[config.mk]
export PLATFORM = sky130hd
export DESIGN_NAME = vga_sink
export DESIGN_NICKNAME = d
export VERILOG_FILES = /design/src/rtl/vga_sink.sv
export SDC_FILE = /design/constraint.sdc
export NUM_CORES = 1
export LEC_CHECK = 0
export ABC_CLOCK_PERIOD_IN_PS = 8550
export CELL_PAD_IN_SITES_DETAIL_PLACEMENT = 0
export CELL_PAD_IN_SITES_GLOBAL_PLACEMENT = 1
export CORE_ASPECT_RATIO = 0.5
export CORE_MARGIN = 2
export CORE_UTILIZATION = 35
export CTS_CLUSTER_DIAMETER = 60
export DETAILED_ROUTE_END_ITERATION = 16
export DONT_BUFFER_PORTS = 1
export GPL_ROUTABILITY_DRIVEN = 0
export GPL_TIMING_DRIVEN = 0
export PLACE_DENSITY = 0.62
export SETUP_SLACK_MARGIN = 0.3
export SYNTH_ARGS = -nofsm -noshare
export SYNTH_HDL_FRONTEND = slang
export SYNTH_SLANG_ARGS = --single-unit
[constraint.sdc]
create_clock -name clk -period 8.55 [get_ports clk]
set_input_delay 1.2825 -clock clk [delete_from_list [all_inputs] [get_ports clk]]
set_output_delay 1.2825 -clock clk [all_outputs]
set_load 0.005 [all_outputs]
[src/rtl/vga_sink.sv]
// VGA receive monitor: recovers pixel coordinates, checks sync timing, locks and signs each frame.
// Optional statistics counters (err_count, frame_count) are built only when VGA_SINK_STATS_EN is defined.
module vga_sink #(
  parameter int unsigned H_ACTIVE = 640,
  parameter int unsigned H_FRONT  = 16,
  parameter int unsigned H_SYNC   = 96,
  parameter int unsigned H_BACK   = 48,
  parameter int unsigned V_ACTIVE = 480,
  parameter int unsigned V_FRONT  = 10,
  parameter int unsigned V_SYNC   = 2,
  parameter int unsigned V_BACK   = 33,
  parameter bit          SYNC_POL = 1'b0
) (
  input  logic        clk,
  input  logic        rst,
  input  logic [1:0]  vga_r,
  input  logic [1:0]  vga_g,
  input  logic [1:0]  vga_b,
  input  logic        vga_hsync,
  input  logic        vga_vsync,
  output logic        pix_valid,
  output logic [9:0]  pix_x,
  output logic [8:0]  pix_y,
  output logic [5:0]  pix_rgb,
  output logic        locked,
  output logic        frame_done,
  output logic [15:0] frame_sig,
  output logic [7:0]  err_count,
  output logic [15:0] frame_count
);

  localparam int unsigned H_TOTAL  = H_ACTIVE + H_FRONT + H_SYNC + H_BACK;
  localparam int unsigned V_TOTAL  = V_ACTIVE + V_FRONT + V_SYNC + V_BACK;
  localparam logic [9:0]  H_LAST   = 10'(H_TOTAL - 1);
  localparam logic [9:0]  V_LAST   = 10'(V_TOTAL - 1);
  localparam logic [9:0]  H_VIS_LO = 10'(H_SYNC + H_BACK);
  localparam logic [9:0]  H_VIS_HI = 10'(H_SYNC + H_BACK + H_ACTIVE - 1);
  localparam logic [9:0]  V_VIS_LO = 10'(V_SYNC + V_BACK);
  localparam logic [9:0]  V_VIS_HI = 10'(V_SYNC + V_BACK + V_ACTIVE - 1);
  localparam logic [9:0]  CNT_MAX  = '1;

  typedef enum logic [1:0] {UNLOCKED, ACQUIRE, LOCKED} state_t;

  // input stage
  logic [5:0]  rgb_s1_q;
  logic        hs_s1_q, vs_s1_q, hs_prev_q, vs_prev_q;
  logic        hs_edge, vs_edge;

  // timing recovery
  logic [9:0]  hcnt_q, hcnt_d, vcnt_q, vcnt_d;
  logic        vs_pend_q, vs_pend_d;
  logic        boundary, line_bad, frame_bad, sat_err, timing_err;
  logic        visible;
  logic [9:0]  x_off, y_off;

  // lock and signature
  state_t      state_q, state_d;
  logic        acq_q, acq_d;
  logic        err_hit, done_hit;
  logic [15:0] sig_q, sig_d, frame_sig_q, frame_sig_d;
  logic        frame_done_q;

  // output stage
  logic        pix_valid_q;
  logic [9:0]  pix_x_q;
  logic [8:0]  pix_y_q;
  logic [5:0]  pix_rgb_q;

  always_ff @(posedge clk or posedge rst) begin
    if (rst) begin
      rgb_s1_q  <= '0;
      hs_s1_q   <= ~SYNC_POL;
      vs_s1_q   <= ~SYNC_POL;
      hs_prev_q <= ~SYNC_POL;
      vs_prev_q <= ~SYNC_POL;
    end else begin
      rgb_s1_q  <= {vga_b, vga_g, vga_r};
      hs_s1_q   <= vga_hsync;
      vs_s1_q   <= vga_vsync;
      hs_prev_q <= hs_s1_q;
      vs_prev_q <= vs_s1_q;
    end
  end

  assign hs_edge = (hs_s1_q == SYNC_POL) && (hs_prev_q != SYNC_POL);
  assign vs_edge = (vs_s1_q == SYNC_POL) && (vs_prev_q != SYNC_POL);

  always_comb begin
    hcnt_d    = hcnt_q;
    vcnt_d    = vcnt_q;
    vs_pend_d = vs_pend_q;
    boundary  = 1'b0;
    line_bad  = 1'b0;
    frame_bad = 1'b0;
    sat_err   = 1'b0;
    if (hs_edge) begin
      hcnt_d   = '0;
      line_bad = (hcnt_q != H_LAST);
      if (vs_pend_q || vs_edge) begin
        boundary  = 1'b1;
        frame_bad = (vcnt_q != V_LAST);
        vcnt_d    = '0;
        vs_pend_d = 1'b0;
      end else if (vcnt_q != CNT_MAX) begin
        vcnt_d = vcnt_q + 10'd1;
      end
    end else begin
      if (hcnt_q == CNT_MAX) begin
        sat_err = 1'b1;
      end else begin
        hcnt_d = hcnt_q + 10'd1;
      end
      if (vs_edge) begin
        vs_pend_d = 1'b1;
      end
    end
  end

  assign timing_err = line_bad | frame_bad | sat_err;

  // The _d counts are the position of the pixel currently held in s1.
  assign visible = (hcnt_d >= H_VIS_LO) && (hcnt_d <= H_VIS_HI) &&
                   (vcnt_d >= V_VIS_LO) && (vcnt_d <= V_VIS_HI);
  assign x_off   = hcnt_d - H_VIS_LO;
  assign y_off   = vcnt_d - V_VIS_LO;

  always_comb begin
    state_d  = state_q;
    acq_d    = acq_q;
    err_hit  = 1'b0;
    done_hit = 1'b0;
    case (state_q)
      UNLOCKED: begin
        if (boundary) begin
          state_d = ACQUIRE;
          acq_d   = 1'b0;
        end
      end
      ACQUIRE: begin
        if (timing_err) begin
          state_d = UNLOCKED;
          err_hit = 1'b1;
        end else if (boundary) begin
          if (acq_q) begin
            state_d = LOCKED;
          end
          acq_d = 1'b1;
        end
      end
      LOCKED: begin
        // LOCKED is only entered at a boundary, so being here at a clean boundary means the whole frame was locked.
        if (timing_err) begin
          state_d = UNLOCKED;
          err_hit = 1'b1;
        end else if (boundary) begin
          done_hit = 1'b1;
        end
      end
      default: state_d = UNLOCKED;
    endcase
  end

  always_comb begin
    sig_d       = sig_q;
    frame_sig_d = frame_sig_q;
    if (boundary) begin
      sig_d = 16'hFFFF;
    end else if (visible) begin
      sig_d = {sig_q[14:0], sig_q[15] ^ sig_q[14] ^ sig_q[12] ^ sig_q[3]} ^ {10'b0, rgb_s1_q};
    end
    if (done_hit) begin
      frame_sig_d = sig_q;
    end
  end

  always_ff @(posedge clk or posedge rst) begin
    if (rst) begin
      hcnt_q       <= '0;
      vcnt_q       <= '0;
      vs_pend_q    <= 1'b0;
      state_q      <= UNLOCKED;
      acq_q        <= 1'b0;
      sig_q        <= 16'hFFFF;
      frame_sig_q  <= '0;
      frame_done_q <= 1'b0;
      pix_valid_q  <= 1'b0;
      pix_x_q      <= '0;
      pix_y_q      <= '0;
      pix_rgb_q    <= '0;
    end else begin
      hcnt_q       <= hcnt_d;
      vcnt_q       <= vcnt_d;
      vs_pend_q    <= vs_pend_d;
      state_q      <= state_d;
      acq_q        <= acq_d;
      sig_q        <= sig_d;
      frame_sig_q  <= frame_sig_d;
      frame_done_q <= done_hit;
      pix_valid_q  <= visible && (state_q == LOCKED);
      if (visible && (state_q == LOCKED)) begin
        pix_x_q   <= x_off;
        pix_y_q   <= y_off[8:0];
        pix_rgb_q <= rgb_s1_q;
      end else begin
        pix_x_q   <= '0;
        pix_y_q   <= '0;
        pix_rgb_q <= '0;
      end
    end
  end

`ifdef VGA_SINK_STATS_EN
  logic [7:0]  err_count_q;
  logic [15:0] frame_count_q;

  always_ff @(posedge clk or posedge rst) begin
    if (rst) begin
      err_count_q   <= '0;
      frame_count_q <= '0;
    end else begin
      if (err_hit && (err_count_q != 8'hFF)) begin
        err_count_q <= err_count_q + 8'd1;
      end
      if (done_hit) begin
        frame_count_q <= frame_count_q + 16'd1;
      end
    end
  end

  assign err_count   = err_count_q;
  assign frame_count = frame_count_q;
`else
  assign err_count   = '0;
  assign frame_count = '0;
`endif

  assign pix_valid  = pix_valid_q;
  assign pix_x      = pix_x_q;
  assign pix_y      = pix_y_q;
  assign pix_rgb    = pix_rgb_q;
  assign locked     = (state_q == LOCKED);
  assign frame_done = frame_done_q;
  assign frame_sig  = frame_sig_q;

endmodule

==> results of run 1 <==
==> power by group <==
| group | internal (mW) | switching [mW] | total (mW) |
|---|---|---|---|
| Clock | 0.232 | 0.188 | 0.420 |
| Combinational | 0.0417 | 0.0739 | 0.116 |
| Sequential | 0.456 | 0.0180 | 0.474 |
| Total | 0.730 | 0.280 | 1.01 |
==> cells by family after synthesis <==
group / after synthesis / share of synthesized area
fa+ha+maj: 8 / 0.0212
other cells: 1 / 0.000795
flops: 93 / 0.498
xor+xnor: 18 / 0.0334
mux: 19 / 0.0406
compound gates: 65 / 0.111
buf+inv: 69 / 0.0824
simple gates: 190 / 0.213
==> cells in the mapped netlist, drive strengths merged, types with 5 or more instances <==
library cell	instances	share of area
nand3	15	0.016
ha	8	0.021
mux2i	18	0.038
nor2b	6	0.0080
a21oi	13	0.015
a31oi	9	0.013
xnor2	16	0.030
o21ai	9	0.010
nor2	36	0.029
o211ai	5	0.012
inv	21	0.017
nand4	10	0.013
clkbuf	8	0.0064
dfstp	20	0.11
nand2	61	0.049
buf	40	0.059
nor4b	6	0.017
nor3	25	0.029
and3	7	0.0093
dfrtp	73	0.39
==> per-stage QoR <==
stage | power, mW | utilization | instances | area [sq um] | hold slack [ns]
final | 1.01 | 0.415 | 673 | 5360 | 0.375
after global routing | 1.05 | 0.415 | 673 | 5360 | 0.379
after CTS | 1.02 | 0.415 | 673 | 5360 | 0.375
after detailed placement | 0.598 | 0.391 | 657 | 5050 | 0.360
after global placement | 0.597 | 0.389 | 656 | 5020 | 0.356
after floorplan | 0.564 | - | 486 | 4810 | 0.354
==> final timing paths <==
check                          start           end  slack, ns  cells past startpoint
min in group asynchronous        rst  frame_sig[2]       0.85                      1
setup / recovery           hs_prev_q      pix_x[0]       5.09                     11
hold reg to reg              vs_s1_q     vs_prev_q       0.37                      0
setup reg to reg           hs_prev_q      pix_x[0]       5.09                     11
hold / removal               vs_s1_q     vs_prev_q       0.37                      0
max in group asynchronous        rst     hs_prev_q       7.00                      2
==> metal layers <==
| metal | wire length [um] | track usage | part of all wire | vias to the layer above |
|---|---|---|---|---|
| li1 | - | - | - | 1640 |
| met1 | 5390 | 0.219 | 0.49 | 1611 |
| met2 | 4940 | 0.245 | 0.45 | 77 |
| met3 | 502 | 0.0388 | 0.046 | 7 |
| met4 | 82 | 0.0423 | 0.0075 | 0 |
| met5 | 0 | 0 | 0 | - |
==> cell type report <==
cell class                 count  area [sq um]  share of cell area
inverter                      21          81.3              0.0152
buffer                        48           310              0.0579
multi-input combinational    324          2060               0.386
clock buffer                   9           225              0.0421
sequential                    93          2350               0.439
clock inverter                 7          81.3              0.0152
timing repair buffer           1          27.5             0.00514
tap                          170           213              0.0397
==> sequential cells by signal, indices dropped and copies added (netlist names) <==
register / count
pix_x: 10
vs_s1_q: 1
frame_sig: 16
pix_valid: 1
vcnt_q: 10
vs_prev_q: 1
sig_q: 16
pix_rgb: 6
hs_s1_q: 1
hcnt_q: 10
rgb_s1_q: 6
pix_y: 9
state_q: 2
acq_q: 1
frame_done: 1
vs_pend_q: 1
hs_prev_q: 1
==> qor.yml, run 1 <==
grt_pass1_wl_mm: 17.5
die_w_um: 168
die_y_um: 86.1
synth_edf_count: 0
synth_area_sq_um: 4720
fill_cells: 1233
clk_latency_ns: 0.34
cts_hold_buf: 0
p_leak_nw: 2.58
wl_per_cell_um: 16.2
path_cells: "nor2b_1 -> buf_4 -> clkbuf_1 -> o21ai_0 -> a21o_1 -> ha_1 -> a311oi_2 -> o22ai_2 -> o211ai_4 -> buf_2 -> nor3b_1"
antenna-diode-count: 0
fin_setup_tns_ns: 0
power.density_nw_per_um2: 189
grt_usage: 0.157
h-tree-depth: 3
fmax_mhz: 289
clk_pin_slew_worst_paths_ns: 0.07
cp-start-kind: "flop"
ys_warn_count: 0
synth_seq_cells: 93
drc_errors: 0
start_util: 0.365
required_ns: 8.73
port_buffers: 0
rows: 29
cap_viol_max_count: 0
nNetsFinal: 516
cts-root-buf: "clkbuf_16"
core-area_sq_um: 12900
first_pass_iters: 4
grt_overflow_total: 0
dieArea_sq_um: 14500
synthFlopType: "dfrtp_1"
async_flop_share: 1.00
slew_violations: 0
avgSynthCellArea_sq_um: 10.2
setup_violations: 0
crit_slowest_cell: "dfstp_2"
period_share: 0.404
yosysSeqAreaShare: 0.498
cts.path.max_buffers: 2
detail_route.vias_per_cell: 4.96
drive_above_1_share: 0.199
top_level_ports: 78
clkSinkCount: 93
ant_nets: 0
syn_to_final_growth_pct: 13.5
cts_made_buffers: 9
synth.distinct_cells: 64
critPathBufInv: 3
hpwl_mm: 7.81
post-place-ws_ns: 5.13
post_cts_buffers: 0
tightest_slew_ns: 0.765
hold_viol: 0
setup_ws_ns: 5.09
worstSetupEndpointType: "flop"
critPathKind: "flop to flop"
min_path_type: "flop to flop"
syn_inst: 463
status: "finished clean"
cts_tree: "yes"
finClkSkew_ns: 0.00699
final_cell_mix: "dfrtp_1, nand2_1, nor2_1"
vias: 3335
final_common_cell: "dfrtp_1"
ir_worst_vdd_v: 0.0000954
critPathArrivalTime_ns: 3.63
drtIter0Drc: 220
crit_path_max_fanout: 10
final.min_clock_period_ns: 3.46
max_stage_delay_ns: 0.56
grt_max_degree: 53
grt_pass1_vias: 3161
crit_family: "compound AO/OA/AOI/OAI gates"
rsz0062_at_grt: "no"
wl_mm: 10.9
slew_headroom: 0.490
antenna_found_initial: 0
cts_resized: 0
Note: power is estimated with default switching activity, not from simulation.
==> run 2: changes to the inputs <==
ABC_AREA = 1   (was default)
ABC_CLOCK_PERIOD_IN_PS = 3400   (was 8550)
PLACE_DENSITY = 0.63   (was 0.62)
clock period = 3.4 ns   (was 8.55 ns; I/O delays follow)
==> qor.yml, run 2 <==
clk_pin_slew_worst_paths_ns: 0.07  # about the same
fin_setup_tns_ns: 0  # unchanged
synth.distinct_cells: 38  # -41%
core-area_sq_um: 12900  # -0.28%
min_path_type: "input port to async pin"
drtIter0Drc: 152  # -31%
intPower_mw: 2.10  # +190%
grt_max_degree: 56  # +5.7%
async_flop_share: 1.00  # unchanged
synth_edf_count: 0  # unchanged
p_sw_frac: 0.281  # +0.00398
synthTopCellsByArea: "dfrtp_1, nand2_1, dfstp_2"
top_level_ports: 78  # unchanged
synth_top_area_frac: 0.388  # +0.000926
power.density_nw_per_um2: 535  # +180%
cts_tree: "yes"
synth_top_area_cell: "dfrtp_1"
clkSinkCount: 93  # unchanged
fill_cells: 1320  # +7.1%
multi_input_area_sq_um: 1940  # -5.9%
period_share: 0.832  # +0.428
die_y_um: 86.0  # -0.11%
antenna-diode-count: 0  # unchanged
slew_violations: 0  # unchanged
critPathKind: "flop to flop"
grt_pass1_wl_mm: 17.0  # -2.7%
start_util: 0.366  # about the same
ir_worst_vdd_v: 0.000232  # +140%
highest-signal-layer: "met4"
synthTopCellsByCount: "nand2_1, dfrtp_1, inv_1"
p_clk_frac: 0.375  # -0.041
required_ns: 3.67  # -5.06 ns
ant_nets: 0  # unchanged
dieArea_sq_um: 14500  # -0.23%
setup_violations: 0  # unchanged
regArea_sq_um: 2350  # unchanged
final_cell_mix: "nand2_1, dfrtp_1, inv_1"
cts.path.max_buffers: 2  # unchanged
final.min_clock_period_ns: 2.83  # -0.626 ns
cap_viol_max_count: 0  # unchanged
syn_to_final_growth_pct: 15.7
h-tree-depth: 3  # unchanged
cts_made_buffers: 9  # unchanged
seq_power_share: 0.468  # -0.002
antenna_found_initial: 0  # unchanged
slew_headroom: 0.543  # +0.0530
final_util: 0.423  # +0.00836
first_pass_iters: 4  # unchanged
synthFlopType: "dfrtp_1"
nNetsFinal: 612  # +19%
dp_cells: 747  # +14%
clk_latency_ns: 0.34  # about the same
wl_met1_mm: 5.39  # about the same
rows: 29  # unchanged
synth_seq_cells: 93  # unchanged
grt_usage: 0.151  # -0.00636
r2r_setup_slack_ns: 0.57  # -4.52 ns
critPathArrivalTime_ns: 3.10  # -0.53 ns
port_buffers: 0  # unchanged
wl_per_cell_um: 13.5  # -17%
hold_viol: 0  # unchanged
fmax_mhz: 353  # +22%
worstReg2RegEnd: "pix_x[2]"
synth_area_sq_um: 4710  # -0.24%
worstSetupEndpointType: "flop"
reg2regPathDepth: 19  # +8
crit_path_max_fanout: 10  # unchanged
vias: 3422  # +2.6%
fin_hold_ws_ns: 0.157  # -0.217 ns
ys_warn_count: 0  # unchanged
die_w_um: 168  # -0.12%
r2r_start: "vcnt_q[0]"
critPathLaunch: "vcnt_q[0]"
rsz0062_at_grt: "no"
switchingPower_uw: 820  # +190%
hpwl_mm: 7.58  # -3.0%
power_mw: 2.92  # +190%
cp-endpoint: "pix_x[2]"
yosysMostFrequentCell: "nand2_1"
grt_pass1_vias: 3185  # +0.76%
syn_inst: 553  # +19%
grt_overflow_total: 0  # unchanged
yosysSeqAreaShare: 0.500  # +0.00119
wl_mm: 10.4  # -5.1%
p_comb_frac: 0.157  # +0.042
cp-start-kind: "flop"
avgSynthCellArea_sq_um: 8.51  # -16%
layout.cells.non_filler: 769  # +14%
final_common_cell: "nand2_1"
wl_met2_mm: 4.42  # -11%
tightest_slew_ns: 0.685  # -0.0796 ns
drive_above_1_share: 0.215  # +0.0166
drc_errors: 0  # unchanged
dr_wl_met3_um: 469  # -6.6%
finClkSkew_ns: 0.00841  # +0.00142 ns
cts-root-buf: "clkbuf_16"
cts_hold_buf: 0  # unchanged
p_leak_nw: 2.93  # +14%
status: "finished clean"
detail_route.vias_per_cell: 4.45  # -10%
run 2: worst max-delay path: stages (launching register included):
cell and delay [ns]:
dfrtp_1 0.44, ha_4 0.18, inv_1 0.07, nor2_4 0.16
nand3_4 0.15, nand2_2 0.12, nor2_1 0.05, nor3_2 0.22
ha_1 0.21, inv_1 0.04, nand3_1 0.12, nor2_1 0.07
nand2_2 0.07, nand2_2 0.07, nand2_1 0.12, nand3_2 0.12
nor2_4 0.14, nand2_4 0.12, buf_8 0.20, nor2_1 0.09
run 2: layer usage:
layer,vias to the layer above,GRT usage
li1,1752,-
met1,1589,0.223
met2,74,0.222
met3,7,0.0351
met4,0,0.0356
met5,-,0
run 2: worst min path at each step:
| stage | from | end | slack, ns | cells past startpoint |
|---|---|---|---|---|
| after floorplan | vs_s1_q | vs_prev_q | 0.35 | 0 |
| after global placement | vs_s1_q | vs_prev_q | 0.36 | 0 |
| after detailed placement | vs_s1_q | vs_prev_q | 0.36 | 0 |
| after CTS | vga_hsync | hs_s1_q | 0.16 | 0 |
| after global routing | vga_vsync | vs_s1_q | 0.15 | 0 |
| final | rst | pix_rgb[5] | 0.16 | 1 |
run 2: through the flow:
step                      cell area [sq um]  setup slack [ns]
after floorplan                        4790             0.503
final                                  5450             0.571
after CTS                              5370             0.328
after detailed placement               5030             0.150
after global routing                   5450             0.283
after global placement                 5010            -0.624
run 2: final cells by class:
type / count / share of cell area
clock inverters: 5 / 0.0156
clock buffers: 11 / 0.0446
multi-input cells: 372 / 0.356
well taps: 170 / 0.0390
flip-flops and latches: 93 / 0.432
repair buffers: 7 / 0.0119
inverters: 75 / 0.0521
plain buffers: 36 / 0.0485
run 2: repair_timing:
item	4_1_cts	5_1_grt
gates cloned	0	0
setup endpoints to repair	42	42
endpoints found under the hold margin	0	0
gates resized for setup	1	15
setup buffers	1	5
pin swaps	1	5
run 2: cells by family (layout without fill, tap and decap cells):
group	Yosys count	in the layout	synth area share
XOR/XNOR	17	17	0.0316
AO/OA/AOI/OAI	34	34	0.0433
buffers and inverters	111	134	0.113
adder cells (fa/ha/maj)	8	8	0.0213
flip-flops	93	93	0.500
AND/OR/NAND/NOR	289	289	0.290
other	1	24	0.000796
run 2: power by group through the flow:
stage	registers, mW	logic, mW	clock network (mW)
after global placement	1.38	0.433	0
after CTS	1.37	0.446	1.12
final	1.37	0.457	1.09
after detailed placement	1.38	0.438	0
after floorplan	1.35	0.362	0
after global routing	1.38	0.528	1.17
